--- src/rtl/mul_seq.sv ---
`default_nettype none
// ============================================================================
//  Module      : mul_seq
//  Description : Iterative shift-add multiplier for MUL/MULH/MULHSU/MULHU.
//                It retires BITS_PER_CYCLE multiplier bits per cycle and
//                returns the selected half of the 2*XLEN product.
//  Revision    : 1.0  initial release
// ============================================================================
module mul_seq #(
  parameter int XLEN           = 32,
  parameter int BITS_PER_CYCLE = 1
) (
  input  logic            clk_i,
  input  logic            reset_n_i,
  input  logic            start_i,
  input  logic            flush_i,
  input  logic [1:0]      op_i,
  input  logic [XLEN-1:0] a_i,
  input  logic [XLEN-1:0] b_i,
  output logic            busy_o,
  output logic            done_o,
  output logic [XLEN-1:0] result_o
);

  localparam int ITERS = XLEN / BITS_PER_CYCLE;
  localparam int CW    = $clog2(ITERS + 1);

  localparam logic [1:0] OP_MUL    = 2'b00;
  localparam logic [1:0] OP_MULH   = 2'b01;
  localparam logic [1:0] OP_MULHSU = 2'b10;

  typedef enum logic [1:0] {
    S_IDLE  = 2'd0,
    S_CALC  = 2'd1,
    S_FIXUP = 2'd2,
    S_DONE  = 2'd3
  } state_e;

  state_e              state_q,  state_d;
  logic [2*XLEN-1:0]   mcand_q,  mcand_d;
  logic [XLEN-1:0]     mplier_q, mplier_d;
  logic [2*XLEN-1:0]   acc_q,    acc_d;
  logic [CW-1:0]       cnt_q,    cnt_d;
  logic                neg_q,    neg_d;
  logic [1:0]          op_q,     op_d;
  logic [XLEN-1:0]     result_q, result_d;

  logic                a_neg, b_neg;
  logic [2*XLEN-1:0]   partial;
  logic [2*XLEN-1:0]   product;

  always_ff @(posedge clk_i) begin
    if (!reset_n_i) begin
      state_q  <= S_IDLE;
      mcand_q  <= '0;
      mplier_q <= '0;
      acc_q    <= '0;
      cnt_q    <= '0;
      neg_q    <= 1'b0;
      op_q     <= 2'b00;
      result_q <= '0;
    end else begin
      state_q  <= state_d;
      mcand_q  <= mcand_d;
      mplier_q <= mplier_d;
      acc_q    <= acc_d;
      cnt_q    <= cnt_d;
      neg_q    <= neg_d;
      op_q     <= op_d;
      result_q <= result_d;
    end
  end

  always_comb begin
    state_d  = state_q;
    mcand_d  = mcand_q;
    mplier_d = mplier_q;
    acc_d    = acc_q;
    cnt_d    = cnt_q;
    neg_d    = neg_q;
    op_d     = op_q;
    result_d = result_q;

    a_neg   = ((op_i == OP_MULH) || (op_i == OP_MULHSU)) && a_i[XLEN-1];
    b_neg   = (op_i == OP_MULH) && b_i[XLEN-1];
    // Operands are held as magnitudes; the sign is re-applied once in FIXUP.
    partial = mcand_q * {{(2*XLEN-BITS_PER_CYCLE){1'b0}}, mplier_q[BITS_PER_CYCLE-1:0]};
    product = neg_q ? -acc_q : acc_q;

    case (state_q)
      S_IDLE: begin
        if (start_i && !flush_i) begin
          state_d  = S_CALC;
          mcand_d  = {{XLEN{1'b0}}, (a_neg ? -a_i : a_i)};
          mplier_d = b_neg ? -b_i : b_i;
          neg_d    = a_neg ^ b_neg;
          op_d     = op_i;
          acc_d    = '0;
          cnt_d    = CW'(ITERS);
        end
      end
      S_CALC: begin
        acc_d    = acc_q + partial;
        mcand_d  = mcand_q << BITS_PER_CYCLE;
        mplier_d = mplier_q >> BITS_PER_CYCLE;
        cnt_d    = cnt_q - 1'b1;
        if (cnt_q == CW'(1)) begin
          state_d = S_FIXUP;
        end
      end
      S_FIXUP: begin
        result_d = (op_q == OP_MUL) ? product[XLEN-1:0] : product[2*XLEN-1:XLEN];
        state_d  = S_DONE;
      end
      S_DONE: begin
        state_d = S_IDLE;
      end
      default: begin
        state_d = S_IDLE;
      end
    endcase

    // An aborted op must leave the previous result visible.
    if (flush_i && (state_q != S_IDLE)) begin
      state_d  = S_IDLE;
      result_d = result_q;
    end
  end

  assign busy_o   = (state_q != S_IDLE);
  assign done_o   = (state_q == S_DONE);
  assign result_o = result_q;

endmodule
`default_nettype wire
--- config.mk ---
export PLATFORM = sky130hd
export DESIGN_NAME = mul_seq
export DESIGN_NICKNAME = d
export VERILOG_FILES = /design/src/rtl/mul_seq.sv
export SDC_FILE = /design/constraint.sdc
export NUM_CORES = 1
export LEC_CHECK = 0
export CAP_MARGIN = 40
export CELL_PAD_IN_SITES_DETAIL_PLACEMENT = 0
export CELL_PAD_IN_SITES_GLOBAL_PLACEMENT = 1
export CORE_AREA = 2 2 184 222
export DETAILED_ROUTE_END_ITERATION = 10
export DIE_AREA = 0 0 186 224
export PLACE_DENSITY_LB_ADDON = 0.1
export SLEW_MARGIN = 25
export SYNTH_ARGS = -nofsm -noshare
export SYNTH_HDL_FRONTEND = slang
export SYNTH_SLANG_ARGS = --single-unit
--- constraint.sdc ---
create_clock -name clk_i -period 3.4 [get_ports clk_i]
set_input_delay 0.85 -clock clk_i [delete_from_list [all_inputs] [get_ports clk_i]]
set_output_delay 0.85 -clock clk_i [all_outputs]
set_load 0.03 [all_outputs]
==> metrics.txt <==
# TYPE chip_impl_metric gauge
chip_impl_metric{name="synthesis.area_per_instance",unit="um2"} 7.50
chip_impl_metric{name="first_pass_grt_wire_length",unit="mm"} 82.1
chip_impl_metric{name="drt-initial-drc-count",unit=""} 910
chip_impl_metric{name="finalClockSkew",unit="ns"} 0.0218
chip_impl_metric{name="initial_utilization",unit=""} 0.376
chip_impl_metric{name="worst-r2r-setup-slack",unit="ns"} -0.12
chip_impl_metric{name="timing.critical_path.slowest_cell_delay",unit="ns"} 0.53
chip_impl_metric{name="yosys_warnings",unit=""} 0
chip_impl_metric{name="hold_path_depth",unit=""} 2
chip_impl_metric{name="syn-cell-area",unit="um2"} 14900
chip_impl_metric{name="worst_slew_margin_rel",unit=""} 0.465
chip_impl_metric{name="max_freq",unit="MHz"} 284
chip_impl_metric{name="die_height",unit="um"} 224
chip_impl_metric{name="cp_data_arrival_time",unit="ns"} 3.96
chip_impl_metric{name="yosys.area.top_type_share",unit=""} 0.273
chip_impl_metric{name="drtPass1Iterations",unit=""} 6
chip_impl_metric{name="die_outline_width",unit="um"} 186
chip_impl_metric{name="grt_max_degree",unit=""} 118
chip_impl_info{name="worstReg2RegStart",value="acc_q[46]"} 1
chip_impl_metric{name="portion_of_netlist_area_occupied_by_mux_cells",unit=""} 0.00673
chip_impl_metric{name="drtAntennaViolNets",unit=""} 0
chip_impl_metric{name="power_leakage",unit="nW"} 8.33
chip_impl_metric{name="basic_gate_share_of_the_synthesized_area_counting_and_or_nand_and_nor_cells",unit=""} 0.260
chip_impl_info{name="mostFrequentLayoutCells",value="buf_4, nand2_1, dfxtp_1, o21ai_0, nor2b_1"} 1
chip_impl_metric{name="io_pins",unit=""} 104
chip_impl_info{name="synth_area_leaders",value="dfxtp_1, nand2_1, ha_1"} 1
chip_impl_metric{name="cts_max_level",unit=""} 1
chip_impl_metric{name="sw_frac_of_total",unit=""} 0.347
chip_impl_metric{name="synthArstFlopShare",unit=""} 0
chip_impl_metric{name="cts.sink_count",unit=""} 203
chip_impl_metric{name="final_critical_path_setup_slack",unit="ns"} -0.122
chip_impl_info{name="synth_area_leader_cell",value="dfxtp_1"} 1
chip_impl_metric{name="period_needed",unit="ns"} 3.52
chip_impl_metric{name="synth_edf_count",unit=""} 0
chip_impl_metric{name="post_drt_wl_per_cell",unit="um"} 18.3
chip_impl_info{name="delay_heaviest_family_cp",value="simple AND/OR/NAND/NOR gates"} 1
chip_impl_metric{name="drive_above_1_share",unit=""} 0.233
chip_impl_metric{name="std_cell_rows",unit=""} 80
chip_impl_metric{name="worstPathMaxFanout",unit=""} 4
chip_impl_metric{name="power.share.sequential",unit=""} 0.350
chip_impl_info{name="violations",value="negative setup slack"} 1
chip_impl_metric{name="yosys.area_share.xor_xnor",unit=""} 0.0806
chip_impl_metric{name="total_power_after_layout",unit="mW"} 7.82
chip_impl_metric{name="critPathBufInv",unit=""} 0
chip_impl_info{name="setup.worst_path.class",value="reg -> reg"} 1
chip_impl_metric{name="area_of_the_die",unit="um2"} 41700
chip_impl_metric{name="ys_types",unit=""} 66
chip_impl_metric{name="clock_latency",unit="ns"} 0.56
chip_impl_metric{name="power_per_cell_area",unit="nW/um2"} 378
chip_impl_metric{name="netSwitchingPower",unit="mW"} 2.72
chip_impl_metric{name="detail_route.drc_violations",unit=""} 0
chip_impl_info{name="crit_top_cell",value="or3_4"} 1
chip_impl_metric{name="cts_max_path_buffers",unit=""} 3
chip_impl_info{name="hold_path.startpoint",value="mplier_q[30]"} 1
chip_impl_metric{name="finalHoldViolations",unit=""} 0
chip_impl_metric{name="final_cells",unit=""} 2881
chip_impl_info{name="r2r-end",value="result_o[31]"} 1
chip_impl_metric{name="synth-compound-area-share",unit=""} 0.272
chip_impl_info{name="clockRootBuffer",value="clkbuf_16"} 1
chip_impl_metric{name="number_of_antenna_violations_at_the_first_check_in_global_routing",unit=""} 0
chip_impl_metric{name="internal_power",unit="mW"} 5.11
chip_impl_info{name="most_common_library_cell_in_the_layout_ignoring_fill_and_taps",value="buf_4"} 1
chip_impl_metric{name="number_of_clock_buffers_inserted_by_tritoncts",unit=""} 26
chip_impl_metric{name="core_ar",unit="um2"} 39500
chip_impl_metric{name="comb_power_share",unit=""} 0.293
chip_impl_metric{name="routed-via-count",unit=""} 15843
chip_impl_metric{name="layout.nets",unit=""} 2473
chip_impl_metric{name="cp.required",unit="ns"} 3.83
chip_impl_metric{name="max_cap_violations",unit=""} 0
chip_impl_info{name="status",value="complete, but fails checks"} 1
chip_impl_metric{name="via_count_of_the_first_global_routing_pass",unit=""} 15420
chip_impl_metric{name="detailedPlacementHpwl",unit="mm"} 39.3
chip_impl_metric{name="gp_weighted_congestion",unit=""} 0.898
chip_impl_metric{name="viasPerCell",unit=""} 5.50
chip_impl_metric{name="placement.io_buffers",unit=""} 103
chip_impl_metric{name="power_frac_clock",unit=""} 0.357
chip_impl_info{name="worstHoldEndpoint",value="mplier_q[30]"} 1
chip_impl_metric{name="grt_overflow",unit=""} 0
chip_impl_metric{name="post-route-period-util",unit=""} 1.04
chip_impl_metric{name="seq_area_frac_synth",unit=""} 0.273
chip_impl_metric{name="gr-usage-all-layers",unit=""} 0.246
chip_impl_metric{name="synth-adder-area-share",unit=""} 0.0627
chip_impl_info{name="startpoint_type_of_the_worst_setup_path",value="flop"} 1
chip_impl_metric{name="worst_ir_drop_vdd",unit="mV"} 0.379
chip_impl_metric{name="insertedDiodeCount",unit=""} 0
chip_impl_metric{name="place_inst",unit=""} 2817
chip_impl_info{name="critPathCaptureType",value="flop"} 1
chip_impl_info{name="crit_path_top_delay_cell",value="or4_4"} 1
chip_impl_metric{name="count_of_mapped_cells_out_of_synthesis",unit=""} 1984
chip_impl_metric{name="synth_nets",unit=""} 2128
chip_impl_metric{name="r2r.worst_path.cells",unit=""} 11
chip_impl_metric{name="flow.area_growth_from_synthesis",unit="%"} 39.2
chip_impl_info{name="synth_flop_cell",value="dfxtp_1"} 1
chip_impl_info{name="crit_path_cell_trace",value="or4_4 -> or3_4 -> or3_4 -> or3_4 -> or3_4 -> or3_4 -> or3_4 -> nor3_4 -> nor3_2 -> o21ai_1 -> a31oi_1"} 1
chip_impl_info{name="setup_repair_after_global_routing_missed_its_margin",value="true"} 1
chip_impl_info{name="cts_tree",value="yes"} 1
chip_impl_metric{name="timing_worst_slew_pin_value",unit="ns"} 0.783
chip_impl_info{name="worstHoldPathType",value="reg -> reg"} 1
chip_impl_metric{name="setup-violations-final",unit=""} 4
chip_impl_metric{name="clk_pin_slew",unit="ns"} 0.06
chip_impl_metric{name="finalWirelength",unit="mm"} 52.8
chip_impl_info{name="combinational_family_with_the_most_area_after_synthesis",value="compound AO/OA/AOI/OAI gates"} 1
chip_impl_metric{name="postSynthRegisterBits",unit=""} 203
chip_impl_metric{name="maxSlewViolCount",unit=""} 0
worst register-to-register path, stage by stage (launching register included):
cell and delay (ns):
dfxtp_2 0.32, or4_4 0.53, or3_4 0.35, or3_4 0.34, or3_4 0.34, or3_4 0.34
or3_4 0.37, or3_4 0.37, nor3_4 0.16, nor3_2 0.06, o21ai_1 0.12, a31oi_1 0.09
metal layers:
layer  vias to the layer above  global-route usage  share of wire  wire [um]
li1                       7860                   -              -          -
met1                      7539               0.303           0.43      22600
met2                       343               0.428           0.49      25800
met3                       101              0.0255          0.035       1820
met4                         0               0.113          0.049       2610
met5                         -                   0              0          0
sequential cells by signal, summed over array words and instances (netlist names):
signal	flops
mplier_q	32
result_o	32
op_q	2
mcand_q	64
cnt_q	6
neg_q	1
acc_q	64
state_q	2
synth_stat cells (8+ instances only):
| cell | number |
|---|---|
| nand4_1 | 18 |
| nor3_1 | 57 |
| inv_1 | 44 |
| a31oi_1 | 23 |
| nand2b_1 | 14 |
| a22oi_1 | 54 |
| o31ai_1 | 25 |
| xnor2_1 | 82 |
| or4_1 | 13 |
| o21ai_0 | 146 |
| buf_1 | 10 |
| xor2_1 | 55 |
| ha_1 | 73 |
| o211ai_1 | 29 |
| or3_1 | 17 |
| nor4_1 | 23 |
| nand2_1 | 271 |
| a221oi_1 | 9 |
| dfxtp_1 | 203 |
| and3_1 | 14 |
| mux2i_1 | 10 |
| nor2_1 | 87 |
| and2_1 | 78 |
| nand3_1 | 38 |
| a21oi_1 | 132 |
| o21bai_1 | 17 |
| clkbuf_1 | 120 |
| a21o_1 | 27 |
| o22ai_1 | 8 |
| a21boi_0 | 49 |
| nor2b_1 | 109 |
| a222oi_1 | 25 |
power by group through the flow:
stage,sequential (mW),combinational [mW],clock [mW]
6_report,2.74,2.29,2.80
5_1_grt,2.76,2.51,2.96
4_1_cts,2.73,2.19,2.87
3_5_place_dp,2.78,2.17,0
3_3_place_gp,2.78,2.13,0
2_1_floorplan,2.75,1.31,0
how the worst max path moves through the flow:
stage | cells after the start | slack [ns] | endpoint | from
global placement | 12 | -0.61 | result_o[27] | acc_q[46]
CTS | 11 | -0.11 | result_o[19] | acc_q[9]
global route | 11 | -0.22 | result_o[31] | acc_q[46]
finish | 11 | -0.12 | result_o[31] | acc_q[46]
detailed placement | 12 | -0.35 | mcand_q[25] | a_i[5]
floorplan | 12 | -0.1 | result_o[31] | acc_q[46]
final cells by class:
type                            instances  area [um2]
Clock buffer                           38         776
Sequential cell                       203        4070
Fill cell                            3868       18800
Inverter                               44         165
Tap cell                              533         667
Timing Repair Buffer                  449        3800
Clock inverter                          9        91.3
Multi-Input combinational cell       1605       11100
kinds of logic after synthesis:
logic type	Yosys count
buffers and inverters	176
adders and majority gates	74
and+or+nand+nor	767
muxes	10
AOI/OAI and AO/OA	617
DFF	203
xor gates and xnor gates	137
stage by stage:
stage / util / worst slack [ns] / setup TNS (ns) / hold WS, ns / instance area [um2]
6_report: 0.524 / -0.122 / -0.368 / 0.463 / 20700
5_1_grt: 0.524 / -0.220 / -1.19 / 0.484 / 20700
4_1_cts: 0.501 / -0.113 / -0.484 / 0.468 / 19800
3_5_place_dp: 0.473 / -0.347 / -5.78 / 0.455 / 18700
3_3_place_gp: 0.472 / -0.609 / -4.83 / 0.446 / 18700
2_1_floorplan: - / -0.0953 / -0.244 / 0.441 / 14900
what timing repair did:
item                                    CTS  global route
pin swaps                                12            61
buffers inserted                          2            15
gates resized for setup                  40           143
hold buffers                              0             0
endpoints found under the setup margin   22            41
gates cloned                              0             2
No activity file was read; power rests on OpenSTA's default activity.
